===== src/rtl/sram_req_pkg.sv =====
// -----------------------------------------------------------------------------
// sram_req_pkg
//   Shared definitions for the cache-side SRAM requester.
//   - sram_req_state_t   : controller FSM states (IDLE/WRITE/READ/RESP)
//   - sram_read_latency(): read latency (edges from address sample to data
//                          update) of an SRAM instance, i.e. its delay + 1.
// -----------------------------------------------------------------------------
package sram_req_pkg;

  typedef enum logic [1:0] {
    ST_IDLE  = 2'd0,
    ST_WRITE = 2'd1,
    ST_READ  = 2'd2,
    ST_RESP  = 2'd3
  } sram_req_state_t;

  // Arrays up to this depth answer with zero extra delay; every doubling
  // beyond it adds one pipeline stage in the SRAM.
  localparam int SRAM_BASE_LOG_DEPTH = 9;

  // SRAM delay grows with depth beyond the base size and with each extra
  // port; the requester must wait delay+1 edges after the address is sampled.
  function automatic int sram_read_latency(input int log_depth, input int ports);
    int delay;
    delay = 0;
    if (log_depth > SRAM_BASE_LOG_DEPTH) begin
      delay = delay + (log_depth - SRAM_BASE_LOG_DEPTH);
    end else begin
      delay = delay + 0;
    end
    if (ports > 1) begin
      delay = delay + (ports - 1);
    end else begin
      delay = delay + 0;
    end
    return delay + 1;
  endfunction

endpackage


===== src/rtl/sram_requester.sv =====
// -----------------------------------------------------------------------------
// sram_requester
//   Initiator end of the single-ported, fixed-latency SRAM interface. Accepts
//   one read-line or write-slice request at a time, drives the SRAM pins, counts
//   the SRAM read latency and returns read lines on a valid/ready channel.
//
// Ports
//   clk, rst_n        : clock (rising edge), asynchronous active-low reset
//   reqValid/Ready    : request handshake (reqReady high only in IDLE)
//   reqWrite          : 1 = write slice, 0 = read line
//   reqAddr           : line index
//   reqOffset         : slice index (writes only)
//   reqData           : write line, only slice reqOffset is meaningful
//   respValid/Ready   : read-response handshake
//   respData          : read line
//   sramReadAddr      : SRAM readAddr
//   sramWriteAddr     : SRAM writeAddr
//   sramWriteData     : SRAM writeData
//   sramWriteOffset   : SRAM writeOffset
//   sramWriteEnable   : SRAM writeEnable
//   sramReadData      : SRAM readData
// -----------------------------------------------------------------------------
module sram_requester
  import sram_req_pkg::*;
#(
  parameter int width         = 16,
  parameter int logDepth      = 9,
  parameter int logLineOffset = 3,
  parameter int readLatency   = sram_read_latency(logDepth, 1)
) (
  input  logic                     clk,
  input  logic                     rst_n,
  input  logic                     reqValid,
  output logic                     reqReady,
  input  logic                     reqWrite,
  input  logic [logDepth-1:0]      reqAddr,
  input  logic [logLineOffset-1:0] reqOffset,
  input  logic [width-1:0]         reqData,
  output logic                     respValid,
  input  logic                     respReady,
  output logic [width-1:0]         respData,
  output logic [logDepth-1:0]      sramReadAddr,
  output logic [logDepth-1:0]      sramWriteAddr,
  output logic [width-1:0]         sramWriteData,
  output logic [logLineOffset-1:0] sramWriteOffset,
  output logic                     sramWriteEnable,
  input  logic [width-1:0]         sramReadData
);

  localparam int CntW = $clog2(readLatency + 1);

  sram_req_state_t         r_state;
  logic [CntW-1:0]         r_cnt;
  logic                    r_resp_valid;
  logic [width-1:0]        r_resp_data;
  logic [logDepth-1:0]     r_read_addr;
  logic [logDepth-1:0]     r_write_addr;
  logic [width-1:0]        r_write_data;
  logic [logLineOffset-1:0] r_write_offset;
  logic                    r_write_enable;
  logic                    w_req_ready;

  // Ready is a pure decode of the state so an accept can happen on the very
  // first edge after reset is released.
  assign w_req_ready = (r_state == ST_IDLE);

  // Controller FSM: accept, single-cycle write strobe, latency count, response hold.
  always_ff @(posedge clk or negedge rst_n) begin
    if (!rst_n) begin
      r_state        <= ST_IDLE;
      r_cnt          <= {CntW{1'b0}};
      r_resp_valid   <= 1'b0;
      r_resp_data    <= {width{1'b0}};
      r_read_addr    <= {logDepth{1'b0}};
      r_write_addr   <= {logDepth{1'b0}};
      r_write_data   <= {width{1'b0}};
      r_write_offset <= {logLineOffset{1'b0}};
      r_write_enable <= 1'b0;
    end else begin
      case (r_state)
        ST_IDLE: begin
          if (reqValid) begin
            if (reqWrite) begin
              r_write_addr   <= reqAddr;
              r_write_data   <= reqData;
              r_write_offset <= reqOffset;
              r_write_enable <= 1'b1;
              r_state        <= ST_WRITE;
            end else begin
              r_read_addr <= reqAddr;
              r_cnt       <= CntW'(readLatency);
              r_state     <= ST_READ;
            end
          end else begin
            r_state <= ST_IDLE;
          end
        end
        ST_WRITE: begin
          // The SRAM commits the slice on this edge.
          r_write_enable <= 1'b0;
          r_state        <= ST_IDLE;
        end
        ST_READ: begin
          // Address stays put; the SRAM sampled it one edge after accept and
          // its data is stable once the count has run down to zero.
          if (r_cnt != {CntW{1'b0}}) begin
            r_cnt <= r_cnt - CntW'(1'b1);
          end else begin
            r_resp_data  <= sramReadData;
            r_resp_valid <= 1'b1;
            r_state      <= ST_RESP;
          end
        end
        ST_RESP: begin
          if (respReady) begin
            r_resp_valid <= 1'b0;
            r_state      <= ST_IDLE;
          end else begin
            r_state <= ST_RESP;
          end
        end
        default: begin
          r_state        <= ST_IDLE;
          r_resp_valid   <= 1'b0;
          r_write_enable <= 1'b0;
        end
      endcase
    end
  end

  assign reqReady        = w_req_ready;
  assign respValid       = r_resp_valid;
  assign respData        = r_resp_data;
  assign sramReadAddr    = r_read_addr;
  assign sramWriteAddr   = r_write_addr;
  assign sramWriteData   = r_write_data;
  assign sramWriteOffset = r_write_offset;
  assign sramWriteEnable = r_write_enable;

endmodule


===== config.mk =====
export PLATFORM = sky130hd
export DESIGN_NAME = sram_requester
export DESIGN_NICKNAME = d
export VERILOG_FILES = /design/src/rtl/sram_req_pkg.sv /design/src/rtl/sram_requester.sv
export SDC_FILE = /design/constraint.sdc
export NUM_CORES = 1
export LEC_CHECK = 0
export CORE_AREA = 2 2 99 63
export CTS_CLUSTER_DIAMETER = 120
export DETAILED_ROUTE_END_ITERATION = 6
export DIE_AREA = 0 0 101 65
export PLACE_DENSITY_LB_ADDON = 0.25
export SKIP_CTS_REPAIR_TIMING = 1
export SYNTH_ARGS = -nofsm -noshare
export SYNTH_HDL_FRONTEND = slang
export SYNTH_SLANG_ARGS = --single-unit

===== constraint.sdc =====
create_clock -name clk -period 1.7 [get_ports clk]
set_input_delay 0.425 -clock clk [delete_from_list [all_inputs] [get_ports clk]]
set_output_delay 0.425 -clock clk [all_outputs]
set_load 0.02 [all_outputs]

==> results of run 1 <==
## through the flow
stage | hold WS (ns) | setup TNS [ns] | setup slack (ns) | cell area (um^2)
after floorplan | 0.1294 | 0 | 0.04455 | 2246
after global placement | 0.4530 | -4.839 | -0.1436 | 3423
after detailed placement | 0.4513 | -6.148 | -0.2014 | 3423
after CTS | 0.09881 | -1.246 | -0.2087 | 3621
after global routing | 0.1153 | 0 | 0.06522 | 3761
final | 0.09498 | 0 | 0.1366 | 3761
## registers in the layout, indices dropped and copies added (netlist names)
name,flops
sramWriteOffset,3
sramWriteData,16
sramReadAddr,9
sramWriteAddr,9
sramWriteEnable,1
respValid,1
r_cnt,1
respData,16
r_state,2
## layer usage
metal / global-route usage / part of all wire / up-vias
met1: 0.2081 / 0.45 / 765
met5: 0 / 0 / -
li1: - / - / 721
met3: 0.06365 / 0.079 / 2
met4: 0.05068 / 0.0031 / 0
met2: 0.2417 / 0.47 / 55
## final timing paths
check	startpoint	endpoint	cells after the start
min reg2reg	sramWriteData[9]	sramWriteData[9]	1
min	rst_n	sramReadAddr[7]	2
max	reqValid	sramReadAddr[6]	4
max in group asynchronous	rst_n	sramWriteData[7]	2
max reg2reg	r_state[1]	sramReadAddr[6]	4
min in group clk	sramWriteData[9]	sramWriteData[9]	1
## cell usage in the layout (no fill, tap or decap), types with 2 or more instances in the layout
master           instances
mux2_2                  53
nand2_1                  2
buf_4                    7
dfrtp_1                 58
a21oi_1                  3
clkbuf_8                11
dlymetal6s2s_1          56
clkbuf_1                 3
clkdlybuf4s50_1         47
buf_12                   3
## cells by family after synthesis
logic type | after synthesis | synth area share
flops | 58 | 0.6462
mux | 54 | 0.2702
buf+inv | 8 | 0.03063
compound gates | 7 | 0.01894
simple gates | 8 | 0.03399
## power by group through the flow
stage	sequential (uW)	combinational, uW	clock, uW
final	2430	3520	1240
after global routing	2530	3700	1360
after CTS	2470	3690	1290
after detailed placement	2480	3680	0
after global placement	2470	3650	0
after floorplan	3280	1120	0
## critical path, cell delays in order
cell,delay (ns)
clkdlybuf4s50_1,0.53
nor4b_4,0.25
buf_4,0.22
mux2_2,0.34
## area by class of cell
cell class	count	area, um^2
repair buffers	114	1289
clock inverters	2	35.03
well taps	72	90.09
fillers	464	2019
flip-flops and latches	58	1451
inverters	2	7.507
clock buffers	14	162.7
multi-input cells	69	725.7
==> results.md, run 1 <==
- Int Pwr: about 4700 uW
- First-pass GRT wire length: 7.810 mm
- Share of cells above drive strength 1: 0.3166
- Yosys warns: 0
- Maximum vdd drop: around 0.0009 V
- Worst Path Max Fanout: 7
- Comb pwr share: 0.489
- Final Util: 0.6506
- Switching power: 2460 uW
- Placed insts: 315
- Post-synth top area cell: dfrtp_1
- Final Slew Violations: 0
- Die area: ~0.0066 mm^2
- Synthesized instance count: between 100 and 150
- Top FF cell, synth: dfrtp_1
- Fin crit share: 0.9196
- Critical Path Start Type: input pin
- N_diodes: 0
- Total CTS buffers: 9
- Register bit total from synthesis: 58
- Tmin final: about 1.6 ns
- DP HPWL: ~3.5 mm
- Mean Syn Cell Area: 16.64 um^2
- I/O Buffers: approximately 100
- PwrDens: 1913 mW/mm^2
- Commonest cells post-synth: dfrtp_1 (58), mux2_2 (53), buf_6 (5)
- Clk pwr share: 0.173
- Relative max-transition margin: 0.7983
- Net Sw Frac: 0.3419
- Ys async rst share: 1.000
- Tightest Pin Transition: roughly 0.3 ns
- DRC: 0
- TritonRoute pass-1 iters: 4
- Min-Delay Path Class: in -> async
- Starting DRT DRC Count: 27
- CTS tree: done
- Depth of the CTS H-tree: 3
- Final WL: roughly 4.9 mm
- Wire per inst: approximately 15 um
- Post-synth EDFFs: 0
- Clk sink count: 58
- Yosys cell types: 19
- Leak: approximately 0.0021 uW
- Maxcap violations: 0
- Peak Freq: 639.7 MHz
- Worst-Skew Late Latency: around 0.32 ns
- Post-detailed-route count of antenna-violating nets: 0
- RSZ-0062 raised after global routing: false
- Crit path kind: in -> reg
- DR vias: about 1,500
- RD Place Congestion: approximately 0.67
- Final Skew: 0.007670 ns
- Core area: between 0.005 and 0.006 mm^2
- Vias per inst: around 4.7
- Area grow syn2layout: 67.47%
- Final count of negative-setup-slack endpoints: 0
- Root Buffer: clkbuf_8
- Seq pwr share: 0.338
- Final hold violation count: 0
- GRT Total Usage: 0.1587
- Reg2reg setup slack: approximately 0.16 ns
- Nets: a little over 300
- Initial Util: 0.3885
- Initial antenna violation count: 0
- CP required: 1.90 ns
- Synth Cell Area: about 0.0022 mm^2
- Crit. End Element: flop
- Pin count of the biggest net entering global routing: approximately 60
- Register area share after synthesis: 0.6462
- Die H: 65 um
- Top cells by area, synth: dfrtp_1 (65%), mux2_2 (27%), buf_6 (2.5%)
- Count leader, synth: dfrtp_1
- Tot Pwr: around 7000 uW
- Grt total ovfl: 0
- Critical path arrival: ~1.8 ns
- Boundary Pins: 105
- Vias in the first global route: about 1,600
- Finished Layout Cells: 331
- Cell Rows: 22
- Die width: ~100 um
- Syn_nets: roughly 180
- Synth top area share: 0.6462
- Max clock buf depth: 2
- Clock transition at path regs: roughly 0.06 ns
- Status: finished, final reports clean
Power figures use the tool's default switching activity.
==> run 2, diff against run 1 <==
Settings changed: SETUP_SLACK_MARGIN from default to 0.15.
==> results.md, run 2 (synthesis gave the netlist of run 1 again) <==
- Worst slack at placement: -0.1896 ns
- RD Place Congestion: about 0.7
- CP max stage delay: 0.43 ns
- Leak: between 0.002 and 0.0025 uW
- RSZ-0062 raised after global routing: true
- Layout filler cell count: approximately 430
- Nets: around 300
- Crit path kind: reg -> out
- Die width: a little over 100 um
- Vias in the first global route: between 1,500 and 2,000
- Critical path arrival: 1.10 ns
- Maximum vdd drop: 0.001175 V
- Tmin final: approximately 1.5 ns
- First-pass GRT wire length: about 7.9 mm
- Vias per inst: 4.607
- Peak Freq: 655.8 MHz
- Worst Path Max Fanout: 3
- Boundary Pins: 105
- Cell Rows: 22
- Share of cells above drive strength 1: 0.3243
- Status: finished, final reports clean
- Final WL: between 4 and 5 mm
- Area of placed instances: 0.003462 mm^2
- Core area: between 0.005 and 0.006 mm^2
- DP HPWL: roughly 3.6 mm
- Post-detailed-route count of antenna-violating nets: 0
- Placed insts: about 320
- I/O Buffers: between 100 and 150
- Crit. End Element: output pin
- Max clock buf depth: 2
- Final count of negative-setup-slack endpoints: 0
- Fin crit share: 0.8969
- DR vias: approximately 1,500
- DRC: 0
- Post-route cell area: roughly 0.0038 mm^2
- Depth of the CTS H-tree: 3
- Die area: 0.006565 mm^2
- Initial Util: 0.3885
- Clk sink count: 58
- Most common cell after layout, fill and taps aside: dfrtp_1
- Wire per inst: approximately 15 um
- Critical Path Start Type: flop
- Slowest CP cell: dfrtp_1
- Pin count of the biggest net entering global routing: 26
- Relative max-transition margin: 0.7853
- Worst-Skew Late Latency: between 0.3 and 0.4 ns
- CTS tree: done
- Final Slew Violations: 0
- CP Cell Sequence: nor2_4 -> dlymetal6s2s_1
- Clock transition at path regs: roughly 0.060 ns
- Most frequent cells in the layout: dfrtp_1 (58), dlymetal6s2s_1 (57), clkdlybuf4s50_1 (46)
- Setup WS post-layout: ~0.18 ns
- Min-Delay Path Class: in -> async
- Total CTS buffers: 9
- Area grow syn2layout: 69.69%
- TritonRoute pass-1 iters: 4
- Starting DRT DRC Count: 35
- Finished Layout Cells: 331
- PwrDens: 1901 mW/mm^2
- GRT Total Usage: 0.1636
- Root Buffer: clkbuf_8
- N_diodes: 0
- Maxcap violations: 0
- Tightest Pin Transition: ~0.32 ns
- Final Skew: 0.004907 ns
- Die H: approximately 65 um
- CP required: around 1.3 ns
- Grt total ovfl: 0
- Initial antenna violation count: 0
- Final hold violation count: 0
==> run 2: changes by cell type in the layout (fill, tap and decap cells not counted), sizes merged <==
cell,before,now
bufinv,1,0
clkbuf,14,13
clkdlybuf4s50,47,46
clkinv,1,2
dlygate4sd3,0,1
dlymetal6s2s,56,57
==> run 2: final timing paths <==
kind,start,endpoint,slack [ns],cells past startpoint
max,r_state[1],reqReady,0.18,2
min in group clk,respData[0],respData[0],0.50,1
max in group asynchronous,rst_n,sramWriteAddr[1],0.58,3
min,rst_n,sramWriteAddr[8],0.50,2
min reg2reg,respData[0],respData[0],0.50,1
max reg2reg,r_state[0],sramReadAddr[7],0.20,4
==> run 2: where the power goes <==
part           leakage, uW  total, uW  switching [uW]  internal (uW)
Clock             0.000101       1160             490            675
Sequential        0.000687       2460             372           2090
Combinational      0.00132       3620            1640           1980
==> run 2: cell type report <==
| class | instances | area (um^2) | share of cell area |
|---|---|---|---|
| flip-flops and latches | 58 | 1451 | 0.3808 |
| clock inverters | 2 | 10.01 | 0.002626 |
| well taps | 72 | 90.09 | 0.02364 |
| repair buffers | 115 | 1309 | 0.3434 |
| inverters | 2 | 7.507 | 0.001970 |
| multi-input cells | 69 | 764.5 | 0.2006 |
| clock buffers | 13 | 178.9 | 0.04695 |
==> run 2: critical path, delay by kind of cell, from the launching register on <==
family                 cells  cell delay [ns]
flip-flops                 1             0.43
AND/OR/NAND/NOR            1             0.11
buffers and inverters      1             0.24
==> run 2: per-layer routing <==
metal / part of all wire / vias to the layer above / wire [um] / global-route usage
met2: 0.40 / 72 / 1948 / 0.2225
met4: 0.015 / 0 / 73 / 0.06081
li1: - / 715 / - / -
met5: 0 / - / 0 / 0
met1: 0.46 / 730 / 2266 / 0.2074
met3: 0.13 / 8 / 628 / 0.1057
==> run 2: through the flow <==
stage / power (uW) / utilization / hold WS [ns] / TNS [ns]
after global routing: 7692 / 0.6593 / 0.5080 / 0
after detailed placement: 6283 / 0.5989 / 0.3120 / -6.040
after CTS: 7501 / 0.6316 / -0.05288 / -2.133
after floorplan: 4491 / - / 0.1294 / 0
after global placement: 6225 / 0.5989 / 0.3204 / -5.402
final: 7245 / 0.6593 / 0.4981 / 0
==> patch 1: new RTL, config.mk and constraints of run 1 <==
Re-encode `sram_req_state_t` (4 states) as one-hot, 4 bits wide.
--- a/src/rtl/sram_req_pkg.sv
+++ b/src/rtl/sram_req_pkg.sv
@@ -7,11 +7,11 @@
 // -----------------------------------------------------------------------------
 package sram_req_pkg;
 
-  typedef enum logic [1:0] {
-    ST_IDLE  = 2'd0,
-    ST_WRITE = 2'd1,
-    ST_READ  = 2'd2,
-    ST_RESP  = 2'd3
+  typedef enum logic [3:0] {
+    ST_IDLE  = 4'b0001,
+    ST_WRITE = 4'b0010,
+    ST_READ  = 4'b0100,
+    ST_RESP  = 4'b1000
   } sram_req_state_t;
 
   // Arrays up to this depth answer with zero extra delay; every doubling
Check against the original RTL: same outputs for any inputs over 10 cycles, from zero or initial values and one cycle with rst_n low; not proved beyond that.
==> patch 1 against run 1 <==
The run now ends with negative setup slack left. Worst setup slack worse by 0.21 ns. Total power is 7.2% higher. Fmax is 12% lower. Sequential cell count is 2 higher. Via count is 5.9% higher. Wire length is 11% higher. Sequential share of layout area is 2.5 points lower. Critical path depth is 1 higher. First-iteration DRC count is 59% higher. Clock skew is 0.00091 ns higher. Register-to-register slack worse by 0.24 ns. Highest routed layer unchanged. Largest power group unchanged. Design area is 11% higher. Utilization is 7.0 points higher. Synthesized area is 6.5% higher.
==> patch 1: results (changes against run 1) <==
| Metric | Value |
|---|---|
| Status | complete, but fails checks (was completed) |
| Failing checks | negative setup slack |
| Top delay family on crit path | simple AND/OR/NAND/NOR gates (was buffers and inverters) |
| DRT iter0 DRCs | 43 (was 27) |
| Setup Viol. Count Final | 54 (was 0) |
| Worst reg-to-reg path cell count | 5 (was 4) |
| HPWL Detailed | 3594 um (was 3507 um) |
| Final setup margin | -0.07715 ns (was 0.1366 ns) |
| CTS buffer count | 9 (unchanged) |
| Sequential share of the synthesized area | 62.81% (was 64.62%) |
| Post-synth top cells | dfrtp_1 (59), mux2_2 (44), mux2_4 (9) (was dfrtp_1 (58), mux2_2 (53), buf_6 (5)) |
| # placed instances | 330 (was 315) |
| Top post-synthesis cells by area | dfrtp_1 (62%), mux2_2 (21%), mux2_4 (5.6%) (was dfrtp_1 (65%), mux2_2 (27%), buf_6 (2.5%)) |
| Ratio of cells with drive above 1 in the final layout | 34.66% (was 31.66%) |
| First-pass GRT wire length | 8507 um (was 7810 um) |
| Nets@finish | 321 (was 303) |
| WL final | 5408 um (was 4854 um) |
| Crit-path max cell delay | 0.55 ns (was 0.53 ns) |
| Static Leak | 2.392 nW (was 2.064 nW) |
| Clock Skew | 0.008579 ns (was 0.007670 ns) |
| Net count after synthesis | 193 (was 184) |
| Worst-path fanout max | 10 (was 7) |
| Final TNS setup | -1.812 ns (was 0 ns) |
| Total Routing Usage GR | 17.19% (was 15.87%) |
| N_diodes | 0 (unchanged) |
| Worst Max-Slew Pin Slew | 0.3411 ns (was 0.3025 ns) |
| Fin cells | 349 (was 331) |
| Clock Path Buffers | 2 (unchanged) |
| DP Area | 3686 um^2 (was 3423 um^2) |
| Vias | 1634 (was 1543) |
| Vias in the first global route | 1738 (was 1618) |
| Final GP Congestion | 0.7914 (was 0.6655) |
| Yosys cell types | 27 (was 19) |
| CP max-delay cell | or4b_4 (was clkdlybuf4s50_1) |
| Crit path DAT | 1.99 ns (was 1.77 ns) |
| Largest net degree at the start of global routing | 61 (was 59) |
| VDD IR max | 0.001086 V (was 0.0009100 V) |
| Setup WS pre-CTS | -0.2192 ns (was -0.2014 ns) |
| Fillers | 401 (was 464) |
## patch 1: final cells by class
type,instances,area (um^2),share of cell area (%)
Clock buffer,12,155.1,3.726
Clock inverter,4,95.09,2.284
Inverter,1,3.754,0.09014
Multi-Input combinational cell,78,933.4,22.42
Sequential cell,60,1504,36.12
Tap cell,72,90.09,2.163
Timing Repair Buffer,122,1383,33.20
## patch 1: worst paths after layout
| check | startpoint | endpoint |
|---|---|---|
| max | r_state[0]$_DFFE_PN1P_ | respData[11]$_DFFE_PN0P_ |
| min | rst_n | sramWriteData[6]$_DFFE_PN0P_ |
| max reg2reg | r_state[0]$_DFFE_PN1P_ | respData[11]$_DFFE_PN0P_ |
| min reg2reg | sramReadAddr[1]$_DFFE_PN0P_ | sramReadAddr[1]$_DFFE_PN0P_ |
| max in group asynchronous | rst_n | r_state[0]$_DFFE_PN1P_ |
| min in group clk | sramReadAddr[1]$_DFFE_PN0P_ | sramReadAddr[1]$_DFFE_PN0P_ |
## patch 1: logic make-up (layout without fill, tap and decap cells)
group | after synthesis | after routing | share of synthesized area [%]
compound gates | 10 | 10 | 2.877
simple gates | 15 | 15 | 5.492
buf+inv | 6 | 139 | 2.458
flops | 60 | 60 | 62.81
mux | 53 | 53 | 26.36
## patch 1: per-stage QoR
step / hold slack (ns) / total power [W]
after global placement: 0.4553 / 0.006060
after global routing: 0.1161 / 0.008137
after detailed placement: 0.4554 / 0.006107
final: 0.09472 / 0.007711
after floorplan: 0.1294 / 0.004320
after CTS: 0.09577 / 0.007748
## patch 1: report_power, final
group,internal [W],total (W),switching [W]
combinational,0.00208,0.00364,0.00156
clock,0.00105,0.00159,0.000536
sequential,0.00211,0.00249,0.000380
total,0.00524,0.00771,0.00247
## patch 1: per-layer routing
| layer | vias to the layer above | share of wire [%] | track usage (%) |
|---|---|---|---|
| li1 | 775 | - | - |
| met1 | 792 | 47 | 24.08 |
| met2 | 61 | 43 | 23.83 |
| met3 | 6 | 8.2 | 7.551 |
| met4 | 0 | 0.92 | 5.574 |
| met5 | - | 0 | 0 |
==> patch 2: new RTL, flow settings as in run 1 <==
Made on the original files. The parameter `width` goes from 16 to 18.
--- a/src/rtl/sram_requester.sv
+++ b/src/rtl/sram_requester.sv
@@ -23,7 +23,7 @@
 module sram_requester
   import sram_req_pkg::*;
 #(
-  parameter int width         = 16,
+  parameter int width         = 18,
   parameter int logDepth      = 9,
   parameter int logLineOffset = 3,
   parameter int readLatency   = sram_read_latency(logDepth, 1)
Ports: changed (resized reqData, respData, sramReadData and sramWriteData); port bits go from 105 to 113. The function was not compared with the original's and may differ.
==> patch 2 against run 1 <==
Design area increased by 7.9%. Worst setup slack improved by 0.029 ns. Synthesized cell count increased by 6.7%. Synthesized area increased by 6.7%. Sequential cell count increased by 4. Register-to-register slack improved by 0.06 ns. Wire length increased by 11%. Total power increased by 9.9%.
==> patch 2: results (changes against run 1) <==
| Metric | Value |
|---|---|
| Compound-cell area share of the yosys netlist | 1.775% (was 1.894%) |
| Met3 WL | 543 um (was 382 um) |
| Min-Delay Path Class | input port to async pin (unchanged) |
| Slew Limit Headroom | 77.78% (was 79.83%) |
| Ys Warns | 0 (unchanged) |
| Routed wire length per instance | 15.35 um (was 14.66 um) |
| Total Routing Usage GR | 17.14% (was 15.87%) |
| DP Area | 3654 um^2 (was 3423 um^2) |
| Largest net degree at the start of global routing | 63 (was 59) |
| Met1 Usage GRT | 20.43% (was 20.81%) |
| Internal power | 0.005262 W (was 0.004735 W) |
| Vias | 1652 (was 1543) |
| Fin cells | 350 (was 331) |
| Mux cell area share after synthesis | 27.19% (was 27.02%) |
| DRT iter0 DRCs | 29 (was 27) |
| Net count after synthesis | 197 (was 184) |
| Worst-path fanout max | 7 (unchanged) |
| Static Leak | 2.239 nW (was 2.064 nW) |
| Top sig layer | met4 (unchanged) |
| # placed instances | 334 (was 315) |
| First-pass GRT wire length | 8445 um (was 7810 um) |
| Ratio of cells with drive above 1 in the final layout | 32.37% (was 31.66%) |
| CTS buffer count | 9 (unchanged) |
| Final GP Congestion | 0.7181 (was 0.6655) |
| HPWL Detailed | 3902 um (was 3507 um) |
| VDD IR max | 0.001020 V (was 0.0009100 V) |
| Post-Syn Instances | 144 (was 135) |
| Clock Path Buffers | 2 (unchanged) |
| Status | completed (unchanged) |
| Synth Area in XOR/XNOR | 0% (unchanged) |
| Top post-synthesis cells by area | dfrtp_1 (65%), mux2_2 (26%), buf_6 (2.8%) (was dfrtp_1 (65%), mux2_2 (27%), buf_6 (2.5%)) |
| Met2 Routed Length | 2426 um (was 2280 um) |
| Met2 Usage GRT | 26.33% (was 24.17%) |
| Sequential share of the synthesized area | 64.72% (was 64.62%) |
| M1 WL | 2343 um (was 2176 um) |
| Met3 usage | 9.709% (was 6.365%) |
| Yosys cell types | 20 (was 19) |
| Crit path DAT | 1.74 ns (was 1.77 ns) |
| Vias in the first global route | 1759 (was 1618) |
| IO Port Bufs | 112 (was 104) |
| Setup WS pre-CTS | -0.1975 ns (was -0.2014 ns) |
| Clock Skew | 0.008766 ns (was 0.007670 ns) |
| Post-synth top cells | dfrtp_1 (62), mux2_2 (56), buf_6 (6) (was dfrtp_1 (58), mux2_2 (53), buf_6 (5)) |
| Crit-path max cell delay | 0.50 ns (was 0.53 ns) |
| DRT Pass-1 Iters | 4 (unchanged) |
==> patch 2: layout make-up <==
| type | count | area, um^2 |
|---|---|---|
| Fill cell | 415 | 1724 |
| Sequential cell | 62 | 1551 |
| Timing Repair Buffer | 125 | 1389 |
| Multi-Input combinational cell | 73 | 765.7 |
| Clock buffer | 14 | 192.7 |
| Tap cell | 72 | 90.09 |
| Clock inverter | 2 | 60.06 |
| Inverter | 2 | 7.507 |
==> patch 2: worst max-delay path, delay by kind of cell <==
kind	cells	cell delay, ns
mux	1	0.35
simple gates	1	0.26
buf+inv	2	0.71
==> patch 2: final timing paths <==
path / start / to / slack (ns) / cells after the start
max in group asynchronous: rst_n / respData[13]$_DFFE_PN0P_ / 1.34 / 2
min: rst_n / sramWriteAddr[3]$_DFFE_PN0P_ / 0.08 / 2
max reg2reg: r_state[1]$_DFFE_PN0P_ / respData[10]$_DFFE_PN0P_ / 0.22 / 5
min reg2reg: sramWriteData[12]$_DFFE_PN0P_ / sramWriteData[12]$_DFFE_PN0P_ / 0.50 / 1
max: reqValid / sramWriteAddr[1]$_DFFE_PN0P_ / 0.17 / 4
min in group clk: sramWriteData[12]$_DFFE_PN0P_ / sramWriteData[12]$_DFFE_PN0P_ / 0.50 / 1
==> patch 2: power groups by stage <==
stage / Sequential (W) / Combinational (W) / Clock [W]
2_1_floorplan: 0.00351 / 0.00119 / 0
3_3_place_gp: 0.00262 / 0.00389 / 0
3_5_place_dp: 0.00264 / 0.00396 / 0
4_1_cts: 0.00263 / 0.00397 / 0.00160
5_1_grt: 0.00269 / 0.00399 / 0.00168
6_report: 0.00258 / 0.00377 / 0.00156
